[src/rtl/call_lifetime_bank_if.sv]
`default_nettype none
// ============================================================================
// Module   : call_lifetime_bank_if
// Brief    : Call request / response bundle for call_lifetime_bank.
// Revision : 1.0
// ============================================================================
interface call_lifetime_bank_if #(
    parameter int CHANNELS = 4,
    parameter int WIDTH    = 32
);
    localparam int CW = (CHANNELS > 1) ? $clog2(CHANNELS) : 1;

    logic [CHANNELS-1:0]   req_valid;
    logic [CHANNELS-1:0]   req_ready;
    logic [2*CHANNELS-1:0] req_mode;
    logic [CHANNELS-1:0]   clear;
    logic                  rsp_valid;
    logic                  rsp_ready;
    logic [CW-1:0]         rsp_chan;
    logic [WIDTH-1:0]      rsp_data;

    modport master (
        output req_valid, req_mode, clear, rsp_ready,
        input  req_ready, rsp_valid, rsp_chan, rsp_data
    );

    modport slave (
        input  req_valid, req_mode, clear, rsp_ready,
        output req_ready, rsp_valid, rsp_chan, rsp_data
    );
endinterface
`default_nettype wire

[src/rtl/call_lifetime_bank.sv]
`default_nettype none
// ============================================================================
// Module   : call_lifetime_bank
// Brief    : Per-channel static/automatic call counters, round-robin arbitrated
//            into one registered response slot with backpressure.
// Revision : 1.0
// ============================================================================
module call_lifetime_bank #(
    parameter int CHANNELS       = 4,
    parameter int WIDTH          = 32,
    parameter int INIT           = 2,
    parameter int STEP           = 1,
    parameter bit DEFAULT_STATIC = 1'b1
) (
    input  wire logic           clk,
    input  wire logic           rst_n,
    call_lifetime_bank_if.slave bus
);
    localparam int CW = (CHANNELS > 1) ? $clog2(CHANNELS) : 1;
    localparam logic [WIDTH-1:0] c_init        = WIDTH'(INIT);
    localparam logic [WIDTH-1:0] c_step        = WIDTH'(STEP);
    localparam logic [WIDTH-1:0] c_auto_result = c_init + c_step;

    logic [WIDTH-1:0]    r_st [CHANNELS];
    logic [CW-1:0]       r_rr;
    logic                r_rsp_valid;
    logic [CW-1:0]       r_rsp_chan;
    logic [WIDTH-1:0]    r_rsp_data;

    logic [CHANNELS-1:0] w_eligible;
    logic [CHANNELS-1:0] w_grant;
    logic                w_slot_free;
    logic                w_found;
    logic                w_accept;
    logic                w_static;
    logic [CW-1:0]       w_gidx;
    logic [1:0]          w_mode;
    logic [WIDTH-1:0]    w_result;
    int                  w_cand;

    assign w_slot_free = !r_rsp_valid || bus.rsp_ready;
    // A channel being cleared this cycle is not eligible for a grant.
    assign w_eligible  = bus.req_valid & ~bus.clear;

    always_comb begin
        w_found = 1'b0;
        w_gidx  = '0;
        w_cand  = 0;
        for (int k = 0; k < CHANNELS; k++) begin
            w_cand = int'(r_rr) + k;
            if (w_cand >= CHANNELS) begin
                w_cand = w_cand - CHANNELS;
            end
            if (!w_found && w_eligible[w_cand[CW-1:0]]) begin
                w_found = 1'b1;
                w_gidx  = w_cand[CW-1:0];
            end
        end
    end

    assign w_accept = w_found && w_slot_free && rst_n;

    always_comb begin
        w_grant = '0;
        if (w_accept) begin
            w_grant[w_gidx] = 1'b1;
        end
    end

    assign w_mode   = bus.req_mode[{w_gidx, 1'b0} +: 2];
    // 2'b11 is reserved and behaves as automatic.
    assign w_static = (w_mode == 2'b01) || ((w_mode == 2'b00) && DEFAULT_STATIC);
    assign w_result = w_static ? (r_st[w_gidx] + c_step) : c_auto_result;

    always_ff @(posedge clk or negedge rst_n) begin
        if (!rst_n) begin
            r_rr        <= '0;
            r_rsp_valid <= 1'b0;
            r_rsp_chan  <= '0;
            r_rsp_data  <= '0;
            for (int i = 0; i < CHANNELS; i++) begin
                r_st[i] <= c_init;
            end
        end else begin
            for (int i = 0; i < CHANNELS; i++) begin
                if (bus.clear[i]) begin
                    r_st[i] <= c_init;
                end else if (w_accept && w_static && (w_gidx == CW'(i))) begin
                    r_st[i] <= w_result;
                end
            end
            if (w_accept) begin
                r_rsp_valid <= 1'b1;
                r_rsp_chan  <= w_gidx;
                r_rsp_data  <= w_result;
                r_rr        <= (w_gidx == CW'(CHANNELS - 1)) ? '0 : w_gidx + 1'b1;
            end else if (bus.rsp_ready) begin
                r_rsp_valid <= 1'b0;
            end
        end
    end

    assign bus.req_ready = w_grant;
    assign bus.rsp_valid = r_rsp_valid;
    assign bus.rsp_chan  = r_rsp_chan;
    assign bus.rsp_data  = r_rsp_data;

endmodule
`default_nettype wire

[src/flat_wrapper.sv]
// flat-port wrapper written by rule: the top's interface ports become plain ports
module call_lifetime_bank_flat 
#(
    parameter int CHANNELS       = 4,
    parameter int WIDTH          = 32,
    parameter int INIT           = 2,
    parameter int STEP           = 1,
    parameter bit DEFAULT_STATIC = 1'b1
)
  (clk, rst_n, bus_req_valid, bus_req_mode, bus_clear, bus_rsp_ready, bus_req_ready, bus_rsp_valid, bus_rsp_chan, bus_rsp_data);
  call_lifetime_bank_if #(.CHANNELS(CHANNELS), .WIDTH(WIDTH)) bus_i ();
  input  wire logic clk;
  input  wire logic rst_n;
  input wire logic [$bits(bus_i.req_valid)-1:0] bus_req_valid;
  input wire logic [$bits(bus_i.req_mode)-1:0] bus_req_mode;
  input wire logic [$bits(bus_i.clear)-1:0] bus_clear;
  input wire logic [$bits(bus_i.rsp_ready)-1:0] bus_rsp_ready;
  output wire logic [$bits(bus_i.req_ready)-1:0] bus_req_ready;
  output wire logic [$bits(bus_i.rsp_valid)-1:0] bus_rsp_valid;
  output wire logic [$bits(bus_i.rsp_chan)-1:0] bus_rsp_chan;
  output wire logic [$bits(bus_i.rsp_data)-1:0] bus_rsp_data;
  assign bus_i.req_valid = bus_req_valid;
  assign bus_i.req_mode = bus_req_mode;
  assign bus_i.clear = bus_clear;
  assign bus_i.rsp_ready = bus_rsp_ready;
  assign bus_req_ready = bus_i.req_ready;
  assign bus_rsp_valid = bus_i.rsp_valid;
  assign bus_rsp_chan = bus_i.rsp_chan;
  assign bus_rsp_data = bus_i.rsp_data;
  call_lifetime_bank #(.CHANNELS(CHANNELS), .WIDTH(WIDTH), .INIT(INIT), .STEP(STEP), .DEFAULT_STATIC(DEFAULT_STATIC)) u_core (.clk(clk), .rst_n(rst_n), .bus(bus_i));
endmodule
[config.mk]
export PLATFORM = sky130hd
export DESIGN_NAME = call_lifetime_bank_flat
export DESIGN_NICKNAME = d
export VERILOG_FILES = /design/src/rtl/call_lifetime_bank_if.sv /design/src/rtl/call_lifetime_bank.sv /design/src/flat_wrapper.sv
export SDC_FILE = /design/constraint.sdc
export NUM_CORES = 1
export LEC_CHECK = 0
export CORE_MARGIN = 5
export CORE_UTILIZATION = 64
export CTS_CLUSTER_SIZE = 14
export DETAILED_ROUTE_END_ITERATION = 12
export GPL_TIMING_DRIVEN = 1
export PLACE_DENSITY_LB_ADDON = 0.12
export SETUP_SLACK_MARGIN = 0.02
export SKIP_CTS_REPAIR_TIMING = 1
export SKIP_LAST_GASP = 1
export SLEW_MARGIN = 20
export SYNTH_ARGS = -nofsm -noshare
export SYNTH_HDL_FRONTEND = slang
export SYNTH_SLANG_ARGS = --single-unit
[constraint.sdc]
create_clock -name clk -period 7.5 [get_ports clk]
set_input_delay 0.75 -clock clk [delete_from_list [all_inputs] [get_ports clk]]
set_output_delay 0.75 -clock clk [all_outputs]
set_load 0.02 [all_outputs]
==> results of run 1 <==
worst min-delay path by stage:
stage / slack [ns] / cells after the start / end
global placement: 0.45 / 2 / u_core.r_st[1]
detailed placement: 0.46 / 2 / u_core.r_st[65]
finish: 0.40 / 1 / u_core.bus.rsp_data[5]
floorplan: 0.44 / 2 / u_core.r_st[1]
CTS: 0.44 / 1 / u_core.bus.rsp_data[5]
global route: 0.47 / 1 / u_core.bus.rsp_data[5]
synth_stat cells (10+ instances only):
library cell / n / area share [%]
a31o_2: 11 / 1.1
dfrtp_1: 161 / 48
nand3_1: 41 / 2.4
inv_1: 11 / 0.49
buf_2: 13 / 0.77
a31oi_1: 12 / 0.89
a211oi_1: 18 / 1.6
clkbuf_1: 43 / 1.9
nor4_1: 12 / 0.89
nor2_1: 28 / 1.2
nand4_1: 16 / 1.2
and3_1: 22 / 1.6
a21oi_1: 18 / 1.1
xor2_1: 16 / 1.7
o211ai_1: 10 / 0.89
o21ai_0: 74 / 4.4
a22o_1: 84 / 8.7
nand2_1: 125 / 5.6
worst max-delay path, cell delays in order:
cell	delay (ns)
clkdlybuf4s50_1	0.55
or4b_1	0.61
o31ai_2	0.08
buf_4	0.32
nor2_4	0.08
inv_2	0.65
a211oi_1	0.22
a2111oi_1	0.76
nor4b_4	1.00
nand4_1	0.23
xor2_1	0.43
a22o_1	0.24
flip-flops by register name, summed over array words and instances (netlist names):
| name | flops |
|---|---|
| u_core.bus.rsp_data | 32 |
| u_core.bus.rsp_valid | 1 |
| u_core.bus.rsp_chan | 2 |
| u_core.r_st | 128 |
| u_core.r_rr | 2 |
through the flow:
step / cells / hold slack (ns) / setup WS, ns
CTS: 1078 / 0.443 / 2.08
detailed placement: 1046 / 0.461 / 1.66
finish: 1078 / 0.399 / 1.92
floorplan: 859 / 0.440 / 3.73
global placement: 1046 / 0.448 / 1.81
global route: 1078 / 0.474 / 1.69
layer usage:
metal | part of all wire, % | global-route usage, % | vias to the layer above
met1 | 39 | 43.1 | 3751
met3 | 12 | 8.66 | 105
met2 | 46 | 49.7 | 556
met5 | 0 | 0 | -
met4 | 3.6 | 14.0 | 0
li1 | - | - | 3238
cell type report:
cell class | count | area [sq um]
inverters | 13 | 48.8
repair buffers | 75 | 697
flip-flops and latches | 165 | 4130
fillers | 934 | 3390
multi-input cells | 617 | 4010
clock inverters | 8 | 101
well taps | 176 | 220
clock buffers | 24 | 482
cell families (layout without fill, tap and decap cells):
| kind of cell | Yosys count | in the layout | share of synthesized area, % |
|---|---|---|---|
| and+or+nand+nor | 306 | 306 | 18.5 |
| AOI/OAI and AO/OA | 266 | 266 | 22.7 |
| DFF | 165 | 165 | 49.0 |
| buffers and inverters | 77 | 120 | 4.02 |
| xor gates and xnor gates | 29 | 29 | 3.54 |
| muxes | 11 | 11 | 1.47 |
| adders and majority gates | 5 | 5 | 0.741 |
power breakdown:
group	internal, mW	leakage, nW	switching [mW]	total, mW
Clock	0.517	0.288	0.349	0.866
Sequential	0.942	2.26	0.0338	0.976
Combinational	0.203	1.56	0.413	0.616
==> impl_metrics.toml, run 1 <==
[run_status]
outcome = "finished clean"

[setup_path]
cp_data_arrival_time_ns = 5.94
crit_path_end_kind = "register"
cp_max_fo = 44
start_kind = "input port"
crit_path_start = "bus_clear[0]"
worst-r2r-cell-count = 11
reg2reg_slack_ns = 2.40
endpoint = "u_core.r_st[59]"
worstSetupPathType = "in2reg"
required_ns = 7.86
r2r-end = "u_core.r_st[59]"
reg2reg_from = "u_core.r_rr[0]"

[global_route]
grt_usage_pct = 32.2
grt_pass1_vias = 7648
gr-total-overflow = 0
grt_pass1_wl_um = 40300
grt_start_max_net_pins = 99
antenna_found_initial = 0

[job]
drv_cap = 0

[synthesis]
syn-cell-area_sq_um = 8440
synthDistinctLibCells = 67
async_reset_ff_share_pct = 100
netlist_instances = 859
synth_edf_count = 0
seq_area_frac_synth_pct = 49.0
synth_fp_nets = 883
ys.flop_type = "dfrtp_1"
syn_area_per_cell_sq_um = 9.82
yosys_warnings = 0
synth_seq_cells = 165

[sta]
min_period_ns = 5.58
finalSetupViolCount = 0
period_share_pct = 74.4
rsz0062_at_grt = "false"
fmax_mhz = 179
hold_viol = 0
fin_tns_setup_ns = 0
tightest_slew_ns = 1.08
relSlewSlack_pct = 27.5
skew_ns = 0.00708
slew_viol_final = 0

[final_layout]
layout_commonest_cell = "dfrtp_1"
postLayoutCoreUtil_pct = 74.1
num_antenna_cells = 0
final_cell_mix = "161 x dfrtp_1, 125 x nand2_1, 84 x a22o_1"
nNetsFinal = 913
area_growth_pct = 14.9
layout-drive-gt1-share_pct = 11.0
final_area_sq_um = 9700

[die]
initial_core_util_pct = 64.5
die-area_sq_um = 15600
die_height_um = 125
ioPinCount = 58
die_w_um = 125
rows = 42
core_area_sq_um = 13100

[power_and_ir_drop]
finalPower_mw = 2.46
ir_worst_vdd_mv = 0.162
p_per_area_nw_per_um2 = 253
power_leakage_nw = 4.11

[detailed_routing]
drc_errors = 0
avgRoutedWirePerCell_um = 23.4
via_per_inst = 7.10
ant_nets = 0
drt-pass1-iter-count = 5
routed_wl_um = 25200
vias = 7650
drt_iter0_markers = 1042

[worst_hold_path]
hp-class = "in2async"

[placement]
hpwl_um = 14900
numPortBuffers = 53
gp_congestion = 0.901
placed_area_sq_um = 9110

[cts]
cts-root-buf = "clkbuf_16"
clkLatencyLatePin_ns = 0.43
numCtsBuffers = 17
cts_max_level = 4
cts_tree = "built"
path_clk_slew_ns = 0.06
clockBufferDepth = 2
clock_sinks = 165
No activity file was read; power rests on OpenSTA's default activity.
==> inputs of run 2 (changes only) <==
CORE_UTILIZATION = 59   (was 64)
clock period = 5.5 ns   (was 7.5 ns; I/O delays follow)
==> impl_metrics.toml, run 2 (synthesis gave the netlist of run 1 again) <==
[sta]
relSlewSlack_pct = 22.9
finalSetupViolCount = 0
fmax_mhz = 206
tightest_slew_ns = 1.15
hold_viol = 0
fin_tns_setup_ns = 0
min_period_ns = 4.86
period_share_pct = 88.3
rsz0062_at_grt = "false"
fin_hold_ws_ns = 0.169
fin_ws_ns = 0.642
skew_ns = 0.00962
slew_viol_final = 0

[final_layout]
num_antenna_cells = 0
final_area_sq_um = 9740
nNetsFinal = 919
area_growth_pct = 15.4
register_area_sq_um = 4130
multi_input_area_sq_um = 4010
largest-register = "u_core.r_st"
largest_register_ffs = 128
layout-drive-gt1-share_pct = 11.8
fin_cells = 1087
layout_commonest_cell = "dfrtp_1"
final_cell_mix = "161 x dfrtp_1, 125 x nand2_1, 84 x a22o_1"
nFillCells = 1072

[worst_hold_path]
hp-class = "in2async"

[die]
core_area_sq_um = 13900
rows = 43
die-area_sq_um = 16800
ioPinCount = 58
initial_core_util_pct = 60.6
die_height_um = 130
die_w_um = 130

[detailed_routing]
ant_nets = 0
routed_wl_um = 25600
drc_errors = 0
drt_iter0_markers = 1045
highest_layer = "met4"
via_per_inst = 6.91
drt-pass1-iter-count = 5
met2_length_um = 12200
avgRoutedWirePerCell_um = 23.6
wl_met3_um = 2500
met1_length_um = 10300
vias = 7516

[placement]
dp_cells = 1056
hpwl_um = 15900
gp_congestion = 0.920
dp_slack_ns = 0.391
placed_area_sq_um = 9160
numPortBuffers = 53

[power_and_ir_drop]
ir_worst_vdd_mv = 0.237
p_per_area_nw_per_um2 = 344
power_leakage_nw = 4.13

[cts]
numCtsBuffers = 17
cts-root-buf = "clkbuf_16"
cts_max_level = 4
clkLatencyLatePin_ns = 0.44
cts_tree = "built"
clock_sinks = 165
clockBufferDepth = 2
path_clk_slew_ns = 0.07

[global_route]
grt_start_max_net_pins = 85
gr-total-overflow = 0
grt_pass1_vias = 7466
antenna_found_initial = 0
grt_pass1_wl_um = 41100
grt_usage_pct = 31.7

[setup_path]
reg2reg_slack_ns = 0.92
cp_data_arrival_time_ns = 5.23
required_ns = 5.87
cp_max_fo = 23
worstSetupPathType = "in2reg"
start_kind = "input port"
crit_path_end_kind = "register"

[job]
drv_cap = 0

[run_status]
outcome = "finished clean"
## run 2: changes by cell type in the layout (fill, tap and decap cells not counted)
cell / change
inv_6: +3
clkinvlp_4: +3
buf_4: +5
clkbuf_1: -3
buf_6: +1
clkbuf_8: -2
clkinv_2: +1
clkinv_4: -3
## run 2: metrics by stage
step / utilization [%] / power, mW
after floorplan: - / 1.84
after global placement: 65.8 / 2.15
after detailed placement: 65.8 / 2.17
after CTS: 69.9 / 3.35
after global routing: 69.9 / 3.47
final: 69.9 / 3.35
## run 2: layout make-up
cell class | instances | area share, %
clock buffers | 19 | 4.55
flip-flops and latches | 165 | 42.5
well taps | 180 | 2.31
inverters | 13 | 0.501
repair buffers | 81 | 7.66
multi-input cells | 617 | 41.2
clock inverters | 12 | 1.32
## run 2: layer usage
layer | GRT usage [%] | up-vias
met5 | 0 | -
met4 | 10.2 | 0
met3 | 7.38 | 65
met2 | 50.5 | 460
met1 | 43.2 | 3750
li1 | - | 3241
## run 2: power breakdown
| part | switching [mW] | internal, mW |
|---|---|---|
| clock network | 0.499 | 0.678 |
| logic | 0.559 | 0.281 |
| registers | 0.0500 | 1.28 |
## run 2: path summary, 6_finish.rpt
| path | endpoint | from | depth (start not counted) |
|---|---|---|---|
| max | u_core.r_st[110] | bus_clear[2] | 15 |
| min | u_core.bus.rsp_data[9] | rst_n | 1 |
| max reg2reg | u_core.r_st[110] | u_core.r_rr[1] | 14 |
| min reg2reg | u_core.r_st[1] | u_core.r_st[1] | 2 |
| max in group asynchronous | u_core.r_st[69] | rst_n | 2 |
| min in group clk | u_core.r_st[1] | u_core.r_st[1] | 2 |
## run 2: worst max-delay path, cell delays in order
cell	delay (ns)
clkdlybuf4s50_1	0.54
nand2b_1	0.23
o31ai_2	0.97
nor2_4	0.09
buf_4	0.27
mux2i_1	0.17
a21o_1	0.19
inv_1	0.13
ha_1	0.27
nand4_1	0.36
buf_4	0.31
nor4_1	0.24
xor2_1	0.11
mux2i_1	0.53
a22o_1	0.25
